File: config.mk
export PLATFORM = sky130hd
export DESIGN_NAME = dmem_store_buffer
export DESIGN_NICKNAME = d
export VERILOG_FILES = /design/src/rtl/dmem_store_buffer_pkg.sv /design/src/rtl/dmem_store_buffer_forward_match.sv /design/src/rtl/dmem_store_buffer.sv
export SDC_FILE = /design/constraint.sdc
export NUM_CORES = 1
export LEC_CHECK = 0
export CORE_ASPECT_RATIO = 0.9
export CORE_MARGIN = 3
export CORE_UTILIZATION = 53
export CTS_BUF_LIST = sky130_fd_sc_hd__clkbuf_16
export DETAILED_ROUTE_END_ITERATION = 10
export PLACE_DENSITY = 0.86
export SYNTH_ARGS = -nofsm -noshare
export SYNTH_HDL_FRONTEND = slang
export SYNTH_SLANG_ARGS = --single-unit
File: constraint.sdc
create_clock -name clock -period 3.9 [get_ports clock]
set_input_delay 0.78 -clock clock [delete_from_list [all_inputs] [get_ports clock]]
set_output_delay 0.78 -clock clock [all_outputs]
set_load 0.05 [all_outputs]
File: src/rtl/dmem_store_buffer_pkg.sv
// Shared types for the dmem store buffer: entry record, default depth and
// the 32-bit word type used across the core data path.
package dmem_store_buffer_pkg;

  localparam int SB_DEPTH_DEFAULT = 4;
  localparam int SB_ADDR_W        = 10;
  localparam int SB_DATA_W        = 32;

  typedef logic [31:0] logic32;

  typedef struct packed {
    logic                 valid;
    logic [SB_ADDR_W-1:0] addr;
    logic32               data;
  } sb_entry_t;

endpackage

File: src/rtl/dmem_store_buffer_forward_match.sv
// sb_forward_match: combinational youngest-match select over the store buffer.
// Entries are scanned oldest-to-youngest starting at the tail pointer, so a
// later match overrides an earlier one and the youngest matching entry wins.
module sb_forward_match
  import dmem_store_buffer_pkg::*;
#(
  parameter int DEPTH = SB_DEPTH_DEFAULT,
  parameter int PTR_W = $clog2(DEPTH)
) (
  input  sb_entry_t            entries [DEPTH],
  input  logic [PTR_W-1:0]     tail,
  input  logic [SB_ADDR_W-1:0] addr,
  output logic                 hit,
  output logic32               data
);

  logic [PTR_W-1:0] idx_s;

  // Walk entries in age order from tail; the last valid match is the youngest.
  always_comb begin
    hit   = 1'b0;
    data  = 32'h0000_0000;
    idx_s = '0;
    for (int k = 0; k < DEPTH; k++) begin
      idx_s = tail + PTR_W'(k);
      if (entries[idx_s].valid && (entries[idx_s].addr == addr)) begin
        hit  = 1'b1;
        data = entries[idx_s].data;
      end else begin
        hit  = hit;
        data = data;
      end
    end
  end

endmodule

File: src/rtl/dmem_store_buffer.sv
// dmem_store_buffer: posted-write FIFO between the core data port and dmem.
// Stores are queued and retired to dmem on cycles where the core leaves the
// memory port free; loads forward the youngest buffered data for their word.
// Optional feature macro: STORE_COALESCE_EN (merge a store into a matching
// valid non-head entry instead of allocating a new one).
module dmem_store_buffer
  import dmem_store_buffer_pkg::*;
#(
  parameter int DEPTH  = SB_DEPTH_DEFAULT,
  parameter int ADDR_W = SB_ADDR_W,
  parameter int DATA_W = SB_DATA_W
) (
  input  logic              clock,
  input  logic              reset,
  input  logic              cpu_we,
  input  logic              cpu_re,
  input  logic [ADDR_W-1:0] cpu_addr,
  input  logic [DATA_W-1:0] cpu_wd,
  output logic [DATA_W-1:0] cpu_rd,
  output logic              stall,
  output logic              mem_we,
  output logic [ADDR_W-1:0] mem_addr,
  output logic [DATA_W-1:0] mem_wd,
  input  logic [DATA_W-1:0] mem_rd,
  output logic              empty
);

  localparam int PTR_W = $clog2(DEPTH);
  localparam int CNT_W = PTR_W + 1;

  sb_entry_t        entries_r [DEPTH];
  logic [PTR_W-1:0] head_r;
  logic [PTR_W-1:0] tail_r;
  logic [CNT_W-1:0] count_r;

  logic             full_s;
  logic             empty_s;
  logic             drain_s;
  logic             enq_s;
  logic             coal_hit_s;
  logic [PTR_W-1:0] coal_idx_s;
  logic             fwd_hit_s;
  logic32           fwd_data_s;

  assign full_s  = (count_r == CNT_W'(DEPTH));
  assign empty_s = (count_r == {CNT_W{1'b0}});

`ifdef STORE_COALESCE_EN
  // Find a valid non-head entry holding the store address; the head is
  // excluded because it may be draining this very cycle.
  always_comb begin
    coal_hit_s = 1'b0;
    coal_idx_s = '0;
    for (int i = 0; i < DEPTH; i++) begin
      if (cpu_we && entries_r[i].valid && (entries_r[i].addr == cpu_addr) &&
          (PTR_W'(i) != head_r)) begin
        coal_hit_s = 1'b1;
        coal_idx_s = PTR_W'(i);
      end else begin
        coal_hit_s = coal_hit_s;
        coal_idx_s = coal_idx_s;
      end
    end
  end
`else
  assign coal_hit_s = 1'b0;
  assign coal_idx_s = '0;
`endif

  assign enq_s   = cpu_we && !full_s && !coal_hit_s;
  assign drain_s = !empty_s && !cpu_re && (!cpu_we || full_s);

  sb_forward_match #(
    .DEPTH (DEPTH),
    .PTR_W (PTR_W)
  ) u_forward_match (
    .entries (entries_r),
    .tail    (tail_r),
    .addr    (cpu_addr),
    .hit     (fwd_hit_s),
    .data    (fwd_data_s)
  );

  // Drive the core and dmem ports; loads own the address bus, otherwise head.
  always_comb begin
    stall  = cpu_we && full_s && !coal_hit_s;
    mem_we = drain_s;
    mem_wd = entries_r[head_r].data;
    empty  = empty_s;
    if (cpu_re) begin
      mem_addr = cpu_addr;
    end else begin
      mem_addr = entries_r[head_r].addr;
    end
    if (cpu_re && fwd_hit_s) begin
      cpu_rd = fwd_data_s;
    end else begin
      cpu_rd = mem_rd;
    end
  end

  // FIFO state: enqueue at tail, coalesce in place, retire head on drain.
  always_ff @(posedge clock or negedge reset) begin
    if (!reset) begin
      for (int i = 0; i < DEPTH; i++) begin
        entries_r[i] <= '0;
      end
      head_r  <= '0;
      tail_r  <= '0;
      count_r <= '0;
    end else begin
      if (enq_s) begin
        entries_r[tail_r].valid <= 1'b1;
        entries_r[tail_r].addr  <= cpu_addr;
        entries_r[tail_r].data  <= cpu_wd;
        tail_r                  <= tail_r + PTR_W'(1);
      end
      if (coal_hit_s) begin
        entries_r[coal_idx_s].data <= cpu_wd;
      end
      if (drain_s) begin
        entries_r[head_r].valid <= 1'b0;
        head_r                  <= head_r + PTR_W'(1);
      end
      case ({enq_s, drain_s})
        2'b10:   count_r <= count_r + CNT_W'(1);
        2'b01:   count_r <= count_r - CNT_W'(1);
        default: count_r <= count_r;
      endcase
    end
  end

endmodule

* Yosys cells after proc, flatten, opt, wreduce, memory -nomap -nowiden
Cells that the tools add are included.
Widths: inputs -> output; s select.
** Cells by class
- Eq/ne operators :: 7
- Bitwise gates (word level) :: 5
- Reductions and logical operators :: 18
- Add/subtract/negate cells :: 6
- Magnitude comparators :: 7
- Muxes and demuxes :: 40
** Operators with widths (number)
- $bwmux 172 :: 4
- $bmux 43 s2 :: 5
- $mux 43 :: 10
- $demux 43 s2 :: 4
- $mux 172 :: 2
- $mux 32 :: 6
- $mux 42 :: 3
- $eq 10x10->1 :: 4
- $ge 3x3->1 const B :: 5
- $not 2->3 :: 5
- $logic_and 1x1->1 :: 11
- $mux 10 :: 1
- $lt 3x1->1 const B :: 2
- $pmux 3 s2 :: 1
- $add 2x1->2 const B :: 2
- $add 2x2->2 const B :: 2
- $logic_not 1->1 :: 4
- $mux 1 :: 4
- $add 3x1->3 const B :: 1
- $eq 3x3->1 const B :: 1
- $logic_not 3->1 :: 1
- $sub 3x1->3 const B :: 1
- $eq 2x1->1 const B :: 1
- $eq 2x2->1 const B :: 1
- other kinds (2) :: 2
** Word-level totals
- Register bits :: 179
- Input bits :: 78
- Output and inout bits :: 77
- Logic and storage cells :: 98

* Longest topological paths before layout
Gate-level depths: netlist of run 1.
- Depth in word-level cells :: 12
- Gate-level depth with buffers :: 17
- Mapped depth without buffers :: 10

* By module
Synthesis of run 1 repeated with hierarchy kept, for this count alone.
** Second synthesis, totals
- Cell total of the unflattened synthesis :: 1227
- Area total of the unflattened synthesis :: 14107.3 um^2
** Modules (own cells, without submodules)
- dmem_store_buffer :: cells each 523, instances 1, seq. area each 4479.3 um^2, area each 8514.4 um^2
- sb_forward_match :: cells each 704, instances 1, seq. area each 0.0 um^2, area each 5592.9 um^2

* Least setup slack after synthesis of run 1
No wires, ideal clock.
- Path type :: register to output
- Start :: register tail_r[1]
- End :: output cpu_rd[20]
- Path buffers :: 6
- Cell stages (with the launch flop) :: 17
- Arrival :: 3876 ps
- Required time :: 3120 ps
- Slack :: -756 ps
- Cells stage by stage :: dfrtp_1 > buf_4 > buf_6 > inv_1 > ha_1 > clkbuf_2 > buf_6 > mux2i_1 > mux2i_1 > a21oi_1 > or4_1 > nor4_2 > buf_4 > buf_6 > a221o_1 > o21ai_0 > mux2i_1
** On the way
- Cells in the longest elaborated chain, start to end :: 12
- Elaborated cells between the ends (all ways) :: 37
- Those cells by class :: add/sub: 3; eq/ne: 4; mux: 21; bitwise: 4; reduce/logical: 5
** Ends and longest elaborated chain
- start, declared :: RTL line dmem_store_buffer.sv:33 : logic [PTR_W-1:0] tail_r;
- start signal, assigned :: RTL line dmem_store_buffer.sv:116 : tail_r <= tail_r + PTR_W'(1);
- $add 2x1->2 or $not 2->3 (tied branches) :: RTL line dmem_store_buffer_forward_match.sv:25, dmem_store_buffer_forward_match.sv:26, dmem_store_buffer_forward_match.sv:28
- $not 2->3 (not written as such) or $bmux 43 s2 (tied branches) :: RTL line dmem_store_buffer_forward_match.sv:26, dmem_store_buffer_forward_match.sv:28
- $bmux 43 s2 or $mux 43 (tied branches) :: RTL line dmem_store_buffer_forward_match.sv:26, dmem_store_buffer_forward_match.sv:28
- $mux 43 (not written as such) :: RTL line dmem_store_buffer_forward_match.sv:26 : if (entries[idx_s].valid && (entries[idx_s].addr == addr)) begin
- $mux 43 (not written as such) or $eq 10x10->1 (tied branches) :: RTL line dmem_store_buffer_forward_match.sv:26
- $eq 10x10->1 or $logic_and 1x1->1 (tied branches) :: RTL line dmem_store_buffer_forward_match.sv:26
- $logic_and 1x1->1 or $mux 1 (tied branches) :: RTL line dmem_store_buffer_forward_match.sv:26
- $mux 1 (3 in a row) :: RTL line dmem_store_buffer_forward_match.sv:26
- $logic_and 1x1->1 :: RTL line dmem_store_buffer.sv:95 : if (cpu_re && fwd_hit_s) begin
- $mux 32 (*) :: RTL line dmem_store_buffer.sv:95
- end, declared :: RTL line dmem_store_buffer.sv:19 : output logic [DATA_W-1:0] cpu_rd,
Mark *: on every way between the ends. The rest lies on a longest branch, timed or not. The select of a mux whose other input is x is not followed.

* Worst setup path after layout of run 1
- Start :: register tail_r[1]
- End :: output cpu_rd[26]
Same word-level chain as after synthesis.

==> metrics.log, run 1 <==
[metrics] status: finished with violations
[metrics] violations in the final reports: setup timing
[metrics] number of instances in the synthesized netlist: 1029
[metrics] share of post-route cells with drive strength above 1: 0.5298
[metrics] delay of the slowest cell on the worst path: around 520 ps
[metrics] final critical-path setup slack: -784.7 ps
[metrics] Layout area overhead: 28.10%
[metrics] pin count of the biggest net entering global routing: 111
[metrics] cts bufs inserted: 17
[metrics] mean area per synthesized cell: ~14 sq um
[metrics] count of final hold-check violations: 0
[metrics] number of sinks driven by the clock tree: 179
[metrics] register bit count reported by yosys: 179
[metrics] placed insts: 1518
[metrics] detailed-routing iteration count for the pre-antenna-repair pass: 5
[metrics] number of DRC violations after detailed routing: 0
[metrics] Die ar.: 28950 sq um
[metrics] Nets: 1297
[metrics] cell area reported after detailed placement: 16910 sq um
[metrics] worst vdd rail ir drop: 0.5905 mV
[metrics] kind of start point of the critical path: flop
[metrics] period utilisation layout: 1.201
[metrics] CP top delay family: buffers and inverters
[metrics] post-detailed-routing wire length: between 30000 and 40000 um
[metrics] post-route cell area: 18290 sq um
[metrics] detailed-routing wirelength on met1: 15720 um
[metrics] # setup viols final: 32
[metrics] overall die height: approximately 160 um
[metrics] total leakage power: 7.288 nW
[metrics] number of distinct standard cells referenced by the synthesized netlist: 49
[metrics] maximum fanout along the worst path: 9
[metrics] clock network latency to the later pin of the worst-skew pair: ~450 ps
[metrics] most common flop cell mapped by yosys: sky130_fd_sc_hd__dfrtp_1
[metrics] initial core utilization: 0.5434
[metrics] number of primary I/O pins: 155
[metrics] number of buffers added on ports: 154
[metrics] depth of the worst register-to-register path: 8
[metrics] Worst Skew: 17.04 ps
[metrics] Total GRT Usage: 0.2806
[metrics] launching point of the worst reg2reg path: tail_r[0]
[metrics] Critical Path End Type: output pin
[metrics] met3 wire length: 3199 um
[metrics] number of global-route vias before repair: 11.25k
[metrics] normalized max-slew margin: 0.4965
[metrics] met2 wire length: about 20000 um
[metrics] actual transition at the worst max-transition pin: 755.3 ps
[metrics] Core Box Area: 26280 sq um
[metrics] RSZ-0062 raised after global routing: true
[metrics] ordered list of cells on the worst path: inv_6 > ha_4 > buf_8 > buf_12 > mux2i_4 > xnor2_2 > nor4_2 > a31oi_2 > buf_4 > o32ai_4 > buf_12 > clkbuf_16 > nor3b_1 > a2bb2oi_2 > mux2_4 > buf_8
[metrics] count of hold buffers inserted by post-cts repair: 0
[metrics] total power: between 15 and 20 mW
[metrics] R2R Setup Slk: 800 ps
[metrics] highest metal layer with signal wires: met4
[metrics] WP buf/inv: 7
[metrics] mean number of vias per cell: ~7
[metrics] WP data required: 3120 ps
[metrics] post-layout min period: ~4700 ps
[metrics] register area share after synthesis: 0.3137
[metrics] horizontal extent of the die: around 180 um
[metrics] number of antenna violations at the first check in global routing: 1
[metrics] CTS tree: done
[metrics] maximum achievable frequency: 213.5 MHz
[metrics] max-slew violation count: 0
[metrics] row count: 56
[metrics] drt initial violations: 1009
[metrics] number of flops mapped to enable cells by yosys: 0
[metrics] Max Root-Sink Buffers: 2
[metrics] endpoint arrival time on the critical path: 3900 ps
[metrics] total gr overflow: 0
[metrics] root buffer selected by CTS: sky130_fd_sc_hd__clkbuf_16
[metrics] Power Density: between 1000 and 1500 nW/um^2
[metrics] Post-Synthesis Cell Area: around 14000 sq um
[metrics] last weighted congestion value of the routability-driven placer: 0.9403
[metrics] ys async rst share: 1.000
[metrics] total vias in the final route: 10.75k
[metrics] H-tree depth: 4
[metrics] Synth warnings: 0
[metrics] first-pass GRT wire length: 63180 um
[metrics] net count of the mapped netlist: 1116
[metrics] Final Non-Filler Cells: 1572
[metrics] crit path kind: flop to output pin
[metrics] Critical-path top delay cell: sky130_fd_sc_hd__dfrtp_4
[metrics] Worst Hold Class: input pin to asynchronous set/reset pin
[metrics] dpl hpwl: 25160 um
[metrics] number of antenna-violating nets in the routed design: 0
[metrics] DR WL/cell: 25.23 um
[metrics] Maximum Capacitance Violations: 0
[metrics] clock slew seen by the registers of the worst setup and hold paths: 90 ps
metal layers:
| metal | vias up | track usage |
|---|---|---|
| li1 | 4495 | - |
| met1 | 5608 | 0.3936 |
| met2 | 567 | 0.4411 |
| met3 | 82 | 0.04792 |
| met4 | 0 | 0.1105 |
| met5 | - | 0 |
placed cells by master (no fill, tap or decap), types with 31 or more instances in the layout:
cell type | synthesis | layout
sky130_fd_sc_hd__buf_4 | 10 | 71
sky130_fd_sc_hd__mux4_2 | 187 | 187
sky130_fd_sc_hd__mux2i_1 | 50 | 43
sky130_fd_sc_hd__inv_1 | 41 | 40
sky130_fd_sc_hd__mux2_2 | 211 | 179
sky130_fd_sc_hd__mux2_4 | 0 | 32
sky130_fd_sc_hd__dfrtp_1 | 179 | 175
sky130_fd_sc_hd__buf_12 | 0 | 31
sky130_fd_sc_hd__clkdlybuf4s50_1 | 0 | 116
sky130_fd_sc_hd__a221o_1 | 32 | 32
metrics by stage:
step                utilization  TNS (ps)  setup WS, ps  hold WS [ps]
floorplan                     -     -3361        -132.9         481.6
global placement         0.6434    -15340        -559.5         501.4
detailed placement       0.6434    -17240        -604.6         504.0
CTS                      0.6906    -20340        -669.5         330.6
global route             0.6961    -26710        -859.8         341.2
finish                   0.6961    -24560        -784.7         308.3
timing repair:
item | 4_1_cts | 5_1_grt
cloned | 2 | 1
endpoints found under the setup margin | 32 | 32
pin swaps | 13 | 8
setup buffers | 15 | 4
gates resized for setup | 98 | 14
Yosys cell counts, types with 2 or more instances:
library cell                  n  share of area
sky130_fd_sc_hd__o32ai_1      2         0.0012
sky130_fd_sc_hd__mux4_2     187           0.29
sky130_fd_sc_hd__nor4_1       2        0.00088
sky130_fd_sc_hd__nand3b_1     2         0.0011
sky130_fd_sc_hd__a32oi_1      2         0.0012
sky130_fd_sc_hd__mux2_2     211           0.17
sky130_fd_sc_hd__nand2b_1     3         0.0013
sky130_fd_sc_hd__a2bb2oi_1   32          0.020
sky130_fd_sc_hd__buf_6        9         0.0071
sky130_fd_sc_hd__nand2_1     13         0.0034
sky130_fd_sc_hd__nand3_1      3         0.0011
sky130_fd_sc_hd__nor3b_1     32          0.017
sky130_fd_sc_hd__buf_4       10         0.0053
sky130_fd_sc_hd__nand4_1      5         0.0022
sky130_fd_sc_hd__a21oi_1     10         0.0035
sky130_fd_sc_hd__nor2_1       9         0.0024
sky130_fd_sc_hd__inv_1       41          0.011
sky130_fd_sc_hd__a221oi_1     2         0.0012
sky130_fd_sc_hd__dfrtp_1    179           0.31
sky130_fd_sc_hd__a221o_1     32          0.022
sky130_fd_sc_hd__xor2_1      27          0.017
sky130_fd_sc_hd__xnor2_1     31          0.019
sky130_fd_sc_hd__clkbuf_1    35         0.0092
sky130_fd_sc_hd__buf_2       27         0.0095
sky130_fd_sc_hd__mux2i_1     50          0.035
sky130_fd_sc_hd__o211ai_1     3         0.0016
sky130_fd_sc_hd__buf_1       22         0.0058
sky130_fd_sc_hd__nor2b_1      3         0.0013
sky130_fd_sc_hd__a31oi_1      4         0.0018
sky130_fd_sc_hd__nor3_1       5         0.0018
sky130_fd_sc_hd__ha_1         8         0.0070
sky130_fd_sc_hd__o21ai_0     10         0.0035
sky130_fd_sc_hd__and3_1       2        0.00088
power by group:
part           leakage [nW]  internal (mW)  switching, mW
clock                 0.286          0.861          0.869
combinational          4.88           6.71           5.76
sequential             2.12           2.82           1.48
cells by family (layout without fill, tap and decap cells):
logic type	count (synthesis)	count (layout)	synth area share
muxes	448	448	0.4965
DFF	179	179	0.3137
buffers and inverters	146	340	0.04820
AOI/OAI and AO/OA	105	105	0.06170
and+or+nand+nor	84	84	0.03593
xor gates and xnor gates	58	58	0.03558
adders and majority gates	9	9	0.008413
other	0	1	0
area by class of cell:
class                      count  area, sq um
clock inverter                15        165.2
antenna                        1        2.502
multi-input combinational    704         9643
timing repair buffer         266         2962
sequential                   179         4489
fill                        1712         7985
clock buffer                  17        425.4
tap                          348        435.4
inverter                      42        167.7
worst max path at each step:
stage / endpoint / start / depth (start not counted)
floorplan: cpu_rd[20] / tail_r[1] / 15
global placement: cpu_rd[6] / cpu_addr[5] / 11
detailed placement: cpu_rd[8] / cpu_addr[5] / 11
CTS: cpu_rd[21] / tail_r[0] / 14
global route: cpu_rd[31] / tail_r[0] / 16
finish: cpu_rd[26] / tail_r[1] / 16
worst register-to-register path: stages (launching register included):
cell	delay, ps
sky130_fd_sc_hd__dfrtp_4	440
sky130_fd_sc_hd__buf_4	120
sky130_fd_sc_hd__buf_6	180
sky130_fd_sc_hd__buf_4	260
sky130_fd_sc_hd__buf_12	590
sky130_fd_sc_hd__ha_1	360
sky130_fd_sc_hd__nand2_2	360
sky130_fd_sc_hd__buf_12	360
sky130_fd_sc_hd__mux2_2	310
Note: power is estimated with default switching activity, not from simulation.
==> run 2: changes to the inputs <==
- CORE_UTILIZATION: 53 -> 55
- PLACE_DENSITY: 0.86 -> 0.85
- clock period: 3.9 -> 6 ns (I/O delays scaled with it)
==> run 2 against run 1 <==
The run now ends clean. Global-route usage down 1.1 points. Sequential power down 33%. Die area down 3.5%. Non-clock buffer count down 81. Final area down 6.9%. Wire length down 5.9%. Utilization down 2.4 points. Critical endpoint is now cpu_rd[0].
==> metrics.log, run 2 (same netlist as run 1, synthesis figures left out) <==
[metrics] status: finished clean
[metrics] number of primary I/O pins: 155 (unchanged)
[metrics] last weighted congestion value of the routability-driven placer: 0.9136 (-2.8%)
[metrics] number of antenna-violating nets in the routed design: 0 (unchanged)
[metrics] maximum achievable frequency: ~170 MHz
[metrics] WP data required: 4800 ps (+1680 ps)
[metrics] met2 wire length: 18480 um (-5.8%)
[metrics] number of antenna violations at the first check in global routing: 0 (-1)
[metrics] total gr overflow: 0 (unchanged)
[metrics] cts bufs inserted: 17 (unchanged)
[metrics] max-slew violation count: 0 (unchanged)
[metrics] placed insts: 1451 (-4.4%)
[metrics] final critical-path setup slack: 221.4 ps (+1006 ps)
[metrics] dpl hpwl: 23270 um (-7.5%)
[metrics] Layout area overhead: 19.30%
[metrics] Total GRT Usage: 0.2700 (-0.01060)
[metrics] Critical Path End Type: output pin
[metrics] total vias in the final route: 10.39k (-3.3%)
[metrics] clock network latency to the later pin of the worst-skew pair: 440 ps (about the same)
[metrics] Max Root-Sink Buffers: 2 (unchanged)
[metrics] # setup viols final: 0 (-100%)
[metrics] pin count of the biggest net entering global routing: 102 (-8.1%)
[metrics] R2R Setup Slk: 3320 ps (+2520 ps)
[metrics] Power Density: 672.4 nW/um^2 (-34%)
[metrics] ordered list of cells on the worst path: clkinv_1 > ha_4 > mux2i_1 > xor2_1 > a32oi_1 > or4_1 > nor4_4 > buf_4 > a221o_1 > a2bb2oi_1 > mux2_2 > buf_12
[metrics] actual transition at the worst max-transition pin: 1048 ps (+292.4 ps)
[metrics] number of sinks driven by the clock tree: 179 (unchanged)
[metrics] Core Box Area: 25320 sq um (-3.6%)
[metrics] post-detailed-routing wire length: 37320 um (-5.9%)
[metrics] share of post-route cells with drive strength above 1: 0.4448 (-0.08501)
[metrics] met3 wire length: 3556 um (+11%)
[metrics] RSZ-0062 raised after global routing: false
[metrics] CTS tree: done
[metrics] crit path kind: flop to output pin
[metrics] row count: 55 (-1.8%)
[metrics] detailed-routing iteration count for the pre-antenna-repair pass: 5 (unchanged)
[metrics] Worst Skew: 15.35 ps (-1.697 ps)
[metrics] maximum fanout along the worst path: 24 (+15)
[metrics] Final Non-Filler Cells: 1484 (-5.6%)
[metrics] highest metal layer with signal wires: met4
[metrics] initial core utilization: 0.5638 (+0.02040)
[metrics] normalized max-slew margin: 0.3015 (-0.1949)
[metrics] kind of start point of the critical path: flop
[metrics] post-layout min period: 5779 ps
[metrics] mean number of vias per cell: 7.004 (+2.4%)
[metrics] Worst Hold Class: flop to flop
[metrics] detailed-routing wirelength on met1: 14420 um (-8.3%)
[metrics] horizontal extent of the die: 175.8 um (-1.8%)
[metrics] H-tree depth: 4 (unchanged)
[metrics] total leakage power: 6.585 nW (-9.6%)
[metrics] Critical-path top delay cell: sky130_fd_sc_hd__or4_1
[metrics] number of filler cells placed in the layout: 1783 (+4.1%)
[metrics] first-pass GRT wire length: 60110 um (-4.9%)
[metrics] most frequent standard cell in the layout excluding fill and tap cells: sky130_fd_sc_hd__mux2_2
[metrics] count of final hold-check violations: 0 (unchanged)
[metrics] total inserted antenna cells: 0 (-1)
[metrics] worst-case setup slack after placement: 473.8 ps (+1078 ps)
[metrics] count of hold buffers inserted by post-cts repair: 0 (unchanged)
[metrics] overall die height: 158.9 um (-1.8%)
[metrics] worst vdd rail ir drop: 0.4874 mV (-17%)
[metrics] drt initial violations: 1049 (+4.0%)
[metrics] clock slew seen by the registers of the worst setup and hold paths: 80 ps (about the same)
[metrics] Nets: 1216 (-6.2%)
[metrics] number of DRC violations after detailed routing: 0 (unchanged)
[metrics] number of buffers added on ports: 154 (unchanged)
[metrics] root buffer selected by CTS: sky130_fd_sc_hd__clkbuf_16
[metrics] Maximum Capacitance Violations: 0 (unchanged)
[metrics] DR WL/cell: 25.14 um (-0.32%)
[metrics] delay of the slowest cell on the worst path: 660 ps (+140 ps)
[metrics] number of global-route vias before repair: 10.58k (-5.9%)
[metrics] endpoint arrival time on the critical path: 4580 ps (+680 ps)
[metrics] period utilisation layout: 0.9631
[metrics] setup total negative slack: 0 ps (+24560 ps)
[metrics] Die ar.: 27930 sq um (-3.5%)
[metrics] top library cells by usage in the layout, fill and taps aside: sky130_fd_sc_hd__mux2_2, sky130_fd_sc_hd__mux4_2, sky130_fd_sc_hd__dfrtp_1
## run 2: power by group
| group | internal [mW] | leakage, nW | switching, mW |
|---|---|---|---|
| clock network | 0.619 | 0.292 | 0.509 |
| registers | 1.84 | 2.12 | 1.03 |
| logic | 4.00 | 4.18 | 3.46 |
| total | 6.46 | 6.58 | 5.00 |
## run 2: routing by layer
metal / GRT usage / vias up
met3: 0.05332 / 78
met4: 0.08816 / 0
li1: - / 4331
met5: 0 / -
met1: 0.3805 / 5384
met2: 0.4252 / 601
## run 2: cell type report
type,instances,area [sq um],share of cell area
clock buffers,17,425.4,0.02498
clock inverters,15,156.4,0.009182
inverters,42,157.7,0.009256
multi-input cells,704,9185,0.5393
flip-flops and latches,179,4489,0.2636
well taps,342,427.9,0.02512
repair buffers,185,2191,0.1286
## run 2: timing repair
item / CTS / global route
endpoints found under the hold margin: 0 / 0
endpoints found under the setup margin: 0 / 32
resized for setup: 0 / 1
buffers inserted: 0 / 1
## run 2: worst paths after layout
check / from / cells after the start / endpoint
hold / removal: count_r[0] / 1 / count_r[0]
setup reg to reg: tail_r[0] / 5 / flop
max in group asynchronous: reset / 2 / asynchronous set/reset pin
setup / recovery: tail_r[0] / 12 / cpu_rd[0]
hold reg to reg: count_r[0] / 1 / count_r[0]
min in group asynchronous: reset / 1 / asynchronous set/reset pin
## run 2: critical path, delay by kind of cell, from the launching register on
family | cells | cell delay (ps)
flops | 1 | 580
fa+ha+maj | 1 | 540
buf+inv | 3 | 670
mux | 2 | 520
simple gates | 2 | 1080
compound gates | 3 | 560
xor+xnor | 1 | 170
## run 2: per-stage QoR
stage | utilization | area (sq um) | hold WS, ps | total power, mW
floorplan | - | 14280 | 481.6 | 8.447
global placement | 0.6483 | 16420 | 497.6 | 9.946
detailed placement | 0.6483 | 16420 | 515.9 | 10.19
CTS | 0.6712 | 17000 | 526.9 | 11.39
global route | 0.6726 | 17030 | 572.3 | 12.08
finish | 0.6726 | 17030 | 526.8 | 11.45
